==> config.mk <==
export PLATFORM = sky130hd
export DESIGN_NAME = reg_alu_seq_flat
export DESIGN_NICKNAME = d
export VERILOG_FILES = /design/src/rtl/reg_alu_pkg.sv /design/src/rtl/reg_alu_seq_if.sv /design/src/rtl/seq_imem.sv /design/src/rtl/reg_alu_seq.sv /design/src/flat_wrapper.sv
export SDC_FILE = /design/constraint.sdc
export NUM_CORES = 1
export LEC_CHECK = 0
export ABC_AREA = 1
export CORE_UTILIZATION = 63
export CTS_BUF_LIST = sky130_fd_sc_hd__clkbuf_4
export CTS_CLUSTER_SIZE = 25
export DETAILED_ROUTE_END_ITERATION = 8
export PLACE_DENSITY = 0.81
export SYNTH_ARGS = -nofsm -noshare
export SYNTH_HDL_FRONTEND = slang
export SYNTH_HIERARCHICAL = 1
export SYNTH_SLANG_ARGS = --single-unit
==> constraint.sdc <==
create_clock -name clk -period 2.86 [get_ports clk]
set_input_delay 0.286 -clock clk [delete_from_list [all_inputs] [get_ports clk]]
set_output_delay 0.286 -clock clk [all_outputs]
set_load 0.05 [all_outputs]
==> src/rtl/reg_alu_pkg.sv <==
// reg_alu_pkg: shared types and constants for reg_alu and its microsequencer.
//   Sequencer states, program geometry, instruction field bit positions and ALU op codes.
package reg_alu_pkg;
    localparam int DEPTH = 16;
    localparam int AW    = 4;
    localparam int IW    = 21;
    localparam int DW    = 8;
    localparam int SEL_B  = 20;
    localparam int WR_B   = 19;
    localparam int OP_HI  = 18;
    localparam int OP_LO  = 17;
    localparam int RDA_HI = 16;
    localparam int RDA_LO = 14;
    localparam int RDB_HI = 13;
    localparam int RDB_LO = 11;
    localparam int WA_HI  = 10;
    localparam int WA_LO  = 8;
    localparam int IMM_HI = 7;
    localparam int IMM_LO = 0;
    localparam logic [1:0] OP_ADD = 2'd0;
    localparam logic [1:0] OP_SUB = 2'd1;
    localparam logic [1:0] OP_AND = 2'd2;
    localparam logic [1:0] OP_OR  = 2'd3;
    typedef enum logic [1:0] {IDLE, FETCH, ISSUE, DONE} state_e;
endpackage

==> src/rtl/reg_alu_seq_if.sv <==
// reg_alu_seq_if: control/data bus between the microsequencer and reg_alu.
//   master (sequencer): drives sel, wr, op, rd_addr_a, rd_addr_b, wr_addr, d_in; receives cout_in.
//   slave  (reg_alu):   receives the control/data fields; drives cout_in.
interface reg_alu_seq_if;
    import reg_alu_pkg::*;
    logic          sel;
    logic          wr;
    logic [1:0]    op;
    logic [2:0]    rd_addr_a;
    logic [2:0]    rd_addr_b;
    logic [2:0]    wr_addr;
    logic [DW-1:0] d_in;
    logic          cout_in;
    modport master (output sel, wr, op, rd_addr_a, rd_addr_b, wr_addr, d_in, input cout_in);
    modport slave  (input sel, wr, op, rd_addr_a, rd_addr_b, wr_addr, d_in, output cout_in);
endinterface

==> src/rtl/seq_imem.sv <==
// seq_imem: DEPTH x IW program memory, synchronous write, registered read.
//   clk; we/waddr/wdata write port; re/raddr read request; ir holds the last word read.
module seq_imem #(
    parameter int DEPTH = 16,
    parameter int AW    = 4,
    parameter int IW    = 21
) (
    input  logic          clk,
    input  logic          we,
    input  logic [AW-1:0] waddr,
    input  logic [IW-1:0] wdata,
    input  logic          re,
    input  logic [AW-1:0] raddr,
    output logic [IW-1:0] ir
);
    logic [IW-1:0] mem [DEPTH];
    logic [IW-1:0] ir_q, ir_d;
    always_comb ir_d = re ? mem[raddr] : ir_q;
    always_ff @(posedge clk) begin
        if (we) mem[waddr] <= wdata;
        ir_q <= ir_d;
    end
    assign ir = ir_q;
endmodule

==> src/rtl/reg_alu_seq.sv <==
// reg_alu_seq: microsequencer replaying a loaded program of control words onto reg_alu.
//   clk, reset (sync, active low); load_en/load_addr/load_data program write (IDLE only);
//   start/prog_len begin a run; busy/done/pc status; carry_flag sticky ALU carry;
//   alu: master side of the reg_alu bus, fields driven only during ISSUE.
module reg_alu_seq
    import reg_alu_pkg::*;
(
    input  logic            clk,
    input  logic            reset,
    input  logic            load_en,
    input  logic [AW-1:0]   load_addr,
    input  logic [IW-1:0]   load_data,
    input  logic            start,
    input  logic [AW:0]     prog_len,
    output logic            busy,
    output logic            done,
    output logic [AW-1:0]   pc,
    output logic            carry_flag,
    reg_alu_seq_if.master   alu
);
    state_e        state_q, state_d;
    logic [AW-1:0] pc_q, pc_d;
    logic [AW:0]   len_q, len_d;
    logic          carry_q, carry_d;
    logic [IW-1:0] ir;
    logic          idle, issue;
    assign idle  = state_q == IDLE;
    assign issue = state_q == ISSUE;
    seq_imem #(.DEPTH(DEPTH), .AW(AW), .IW(IW)) u_imem (
        .clk   (clk),
        .we    (load_en && idle),
        .waddr (load_addr),
        .wdata (load_data),
        .re    (state_q == FETCH),
        .raddr (pc_q),
        .ir    (ir)
    );
    always_comb begin
        state_d = state_q;
        pc_d    = pc_q;
        len_d   = len_q;
        carry_d = carry_q;
        case (state_q)
            IDLE: if (start) begin
                if (prog_len != '0) begin
                    len_d   = (prog_len > (AW+1)'(DEPTH)) ? (AW+1)'(DEPTH) : prog_len;
                    pc_d    = '0;
                    carry_d = 1'b0;
                    state_d = FETCH;
                end else begin
                    state_d = DONE;
                end
            end
            FETCH: state_d = ISSUE;
            ISSUE: begin
                // Only ALU-result writes update the sticky carry.
                if (ir[SEL_B] && ir[WR_B]) carry_d = alu.cout_in;
                if ({1'b0, pc_q} == len_q - 1'b1) begin
                    state_d = DONE;
                end else begin
                    pc_d    = pc_q + 1'b1;
                    state_d = FETCH;
                end
            end
            DONE: state_d = IDLE;
        endcase
    end
    always_ff @(posedge clk) begin
        if (!reset) begin
            state_q <= IDLE;
            pc_q    <= '0;
            len_q   <= '0;
            carry_q <= 1'b0;
        end else begin
            state_q <= state_d;
            pc_q    <= pc_d;
            len_q   <= len_d;
            carry_q <= carry_d;
        end
    end
    assign busy          = (state_q == FETCH) || issue;
    assign done          = state_q == DONE;
    assign pc            = pc_q;
    assign carry_flag    = carry_q;
    assign alu.sel       = issue & ir[SEL_B];
    assign alu.wr        = issue & ir[WR_B];
    assign alu.op        = issue ? ir[OP_HI:OP_LO]   : '0;
    assign alu.rd_addr_a = issue ? ir[RDA_HI:RDA_LO] : '0;
    assign alu.rd_addr_b = issue ? ir[RDB_HI:RDB_LO] : '0;
    assign alu.wr_addr   = issue ? ir[WA_HI:WA_LO]   : '0;
    assign alu.d_in      = issue ? ir[IMM_HI:IMM_LO] : '0;
endmodule

==> src/flat_wrapper.sv <==
// flat-port wrapper written by rule: the top's interface ports become plain ports
module reg_alu_seq_flat import reg_alu_pkg::*;
  (clk, reset, load_en, load_addr, load_data, start, prog_len, busy, done, pc, carry_flag, alu_sel, alu_wr, alu_op, alu_rd_addr_a, alu_rd_addr_b, alu_wr_addr, alu_d_in, alu_cout_in);
  reg_alu_seq_if alu_i ();
  input  logic clk;
  input  logic reset;
  input  logic load_en;
  input  logic [AW-1:0] load_addr;
  input  logic [IW-1:0] load_data;
  input  logic start;
  input  logic [AW:0] prog_len;
  output logic busy;
  output logic done;
  output logic [AW-1:0] pc;
  output logic carry_flag;
  output wire logic [$bits(alu_i.sel)-1:0] alu_sel;
  output wire logic [$bits(alu_i.wr)-1:0] alu_wr;
  output wire logic [$bits(alu_i.op)-1:0] alu_op;
  output wire logic [$bits(alu_i.rd_addr_a)-1:0] alu_rd_addr_a;
  output wire logic [$bits(alu_i.rd_addr_b)-1:0] alu_rd_addr_b;
  output wire logic [$bits(alu_i.wr_addr)-1:0] alu_wr_addr;
  output wire logic [$bits(alu_i.d_in)-1:0] alu_d_in;
  input wire logic [$bits(alu_i.cout_in)-1:0] alu_cout_in;
  assign alu_sel = alu_i.sel;
  assign alu_wr = alu_i.wr;
  assign alu_op = alu_i.op;
  assign alu_rd_addr_a = alu_i.rd_addr_a;
  assign alu_rd_addr_b = alu_i.rd_addr_b;
  assign alu_wr_addr = alu_i.wr_addr;
  assign alu_d_in = alu_i.d_in;
  assign alu_i.cout_in = alu_cout_in;
  reg_alu_seq u_core (.clk(clk), .reset(reset), .load_en(load_en), .load_addr(load_addr), .load_data(load_data), .start(start), .prog_len(prog_len), .busy(busy), .done(done), .pc(pc), .carry_flag(carry_flag), .alu(alu_i));
endmodule
==> results of run 1 <==
## per-layer routing
metal	vias to the layer above	GRT usage [%]
li1	5331	-
met1	5253	36.4
met2	619	47.2
met3	80	5.08
met4	0	13.3
met5	-	0
## worst max-delay path by stage
| stage | start | endpoint | slack (ns) | depth (start not counted) |
|---|---|---|---|---|
| 2_1_floorplan | u_core/state_q[0] | u_core/u_imem/mem[10][0] | 0.56 | 6 |
| 3_3_place_gp | u_core/pc[0] | u_core/pc[1] | 0.76 | 10 |
| 3_5_place_dp | u_core/pc[0] | u_core/pc[1] | 0.75 | 10 |
| 4_1_cts | u_core/pc[2] | pc[2] | 0.08 | 2 |
| 5_1_grt | u_core/pc[2] | pc[2] | 0.05 | 2 |
| 6_report | u_core/pc[2] | pc[2] | 0.12 | 2 |
## kinds of logic (layout without fill, tap and decap cells)
| logic type | Yosys count | after routing | share of synthesized area, % |
|---|---|---|---|
| simple gates | 803 | 803 | 21.1 |
| buf+inv | 371 | 552 | 9.72 |
| flops | 369 | 369 | 67.9 |
| compound gates | 17 | 17 | 0.736 |
| fa+ha+maj | 6 | 6 | 0.465 |
| xor+xnor | 2 | 2 | 0.109 |
| other cells | 0 | 2 | 0 |
## area by class of cell
| class | instances | area (um2) |
|---|---|---|
| multi-input cells | 828 | 3650 |
| clock buffers | 128 | 961 |
| diodes | 2 | 5.00 |
| clock inverters | 26 | 193 |
| fillers | 1629 | 6940 |
| flip-flops and latches | 369 | 11000 |
| well taps | 330 | 413 |
| inverters | 299 | 1130 |
| repair buffers | 99 | 921 |
## worst register-to-register path, stage by stage, from the launching register on
cell and delay [ns]:
dfxtp_4 0.43, inv_2 0.07, buf_4 0.78, nand3_1 0.28, nand3_1 0.16, nand3_1 0.16
nand2_1 0.14
## metrics by stage
stage	worst slack [ns]	cells	utilization, %
3_5_place_dp	0.752	1925	67.8
5_1_grt	0.0496	2080	72.4
2_1_floorplan	0.556	1568	-
4_1_cts	0.0847	2079	72.4
3_3_place_gp	0.764	1925	67.8
6_report	0.124	2081	72.4
## synth_stat cells (all sizes together)
library cell	instances	area (um2)
buf	57	387
clkbuf	15	56.3
inv	297	1120
nand2	504	1910
clkinv	2	8.75
a21oi	10	65.1
nand4	2	12.5
nor2	30	123
ha	6	75.1
nand3	263	1330
xor2	1	8.76
xnor2	1	8.76
nand3b	4	30.0
a211oi	3	22.5
o21ai	4	31.3
edfxtp	357	10700
dfxtp	12	240
## power breakdown
group	switching [W]	internal, W	leakage (nW)
logic	0.00123	0.000520	3.93
registers	0.0000947	0.00612	3.33
clock network	0.00196	0.00233	0.676
total	0.00328	0.00897	7.93
## registers in the layout, summed over array words and instances (netlist names)
register           cells
u_core/len_q           5
u_core/u_imem/ir      21
u_core/pc              4
u_core/carry_flag      1
u_core/state_q         2
u_core/u_imem/mem    336
==> results_dict.tcl, run 1 <==
set metrics [dict create \
    max_cap_viol_count 0 \
    rows 58 \
    design_area_um2 18200 \
    power.density_nw_per_um2 672 \
    wl_met2_um 17600 \
    worstReg2RegEnd "u_core/u_imem/ir[14]" \
    die_y_um 162 \
    synth_cell_types 31 \
    rsz0062_at_grt "no" \
    crit_slowest_cell "clkdlybuf4s50_1" \
    top_layer "met4" \
    port-buffer-count 62 \
    wl_met3_um 3400 \
    syn_to_final_growth_pct 13.0 \
    grt_usage_pct 28.4 \
    grt_pass1_vias 11100 \
    crit_type "reg -> out" \
    holdBufCountCts 0 \
    slowest_delay_ns 0.92 \
    ys_seq_area_share_pct 67.9 \
    r2r_start "u_core/pc[1]" \
    min_from "alu_cout_in" \
    critPathBufInv 2 \
    power_w 0.0123 \
    post_cts_buffers 0 \
    cp_top_family "buffers and inverters" \
    hold_violations 0 \
    die_x_um 162 \
    cts_tree "done" \
    path_max_fanout 48 \
    cts_max_level 3 \
    finalCritPeriodShare_pct 95.7 \
    p_leak_nw 7.93 \
    path_cells "buf_4 > clkdlybuf4s50_1" \
    worstHoldPathType "in -> reg" \
    clockBufferDepth 3 \
    skew_ns 0.0485 \
    avgRoutedWirePerCell_um 17.3 \
    num-nets-final 1728 \
    final_common_cell "nand2_1" \
    ys_ff_latch 369 \
    r2r_slack_ns 0.69 \
    min_period_ns 2.74 \
    reg2regPathDepth 6 \
    drive_above_1_share_pct 13.1 \
    status "finished clean" \
    worstHoldEndpoint "u_core/carry_flag" \
    cts_root_buf "clkbuf_4" \
    hold_slack_ns 0.223 \
    peakVddDrop_mv 0.515 \
    cp-start-kind "flop" \
    gp_congestion 0.835 \
    path_clk_slew_ns 0.07 \
    wl_met1_um 13900 \
    yosysWarnings 6 \
    mappedNetlistNets 1609 \
    start_util_pct 64.1 \
    postSynthAreaPerCell_um2 10.3 \
    tns_ns 0 \
    cp-end-kind "primary output" \
    layout.cells.most_common_list "501 x nand2_1, 357 x edfxtp_1, 293 x inv_1, 262 x nand3_1, 128 x clkbuf_4" \
    antenna_found_initial 2 \
    clock_latency_ns 0.71 \
    vias_per_cell 5.42 \
    hold_depth 3 \
    clock_sinks 369 \
    grt_start_max_net_pins 96 \
    design.portCount 63 \
    cp.required_ns 2.57 \
    drc_errors 0 \
    core-area_um2 25200 \
    syn-cell-area_um2 16100 \
    dpl.hpwl_um 20200 \
    arrival_ns 2.45 \
    drtAntennaViolNets 0 \
    grt_pass1_wl_um 56300 \
    finalMaxSlewViolations 0 \
    vias 11300 \
    syn_inst 1568 \
    drtIter0Drc 1244 \
    setup_viol 0 \
    globalRouteOverflowTotal 0 \
    placed_area_um2 17100 \
    cts_buffers 90 \
    first_pass_iters 6 \
    wl_um 36100 \
    tightestPinTransition_ns 1.07 \
    cts_resized 0 \
    fmax_mhz 366 \
    die-area_um2 26300 \
    relSlewSlack_pct 28.5 \
]
Note: power is estimated with default switching activity, not from simulation.
==> run 2: changes to the inputs <==
--- a/config.mk
+++ b/config.mk
@@ -11,6 +11,7 @@
 export CTS_CLUSTER_SIZE = 25
 export DETAILED_ROUTE_END_ITERATION = 8
 export PLACE_DENSITY = 0.81
+export SLEW_MARGIN = 20
 export SYNTH_ARGS = -nofsm -noshare
 export SYNTH_HDL_FRONTEND = slang
 export SYNTH_HIERARCHICAL = 1
==> results of run 2 <==
Same layout as run 1: the final DEF is identical, and so are final timing and power.
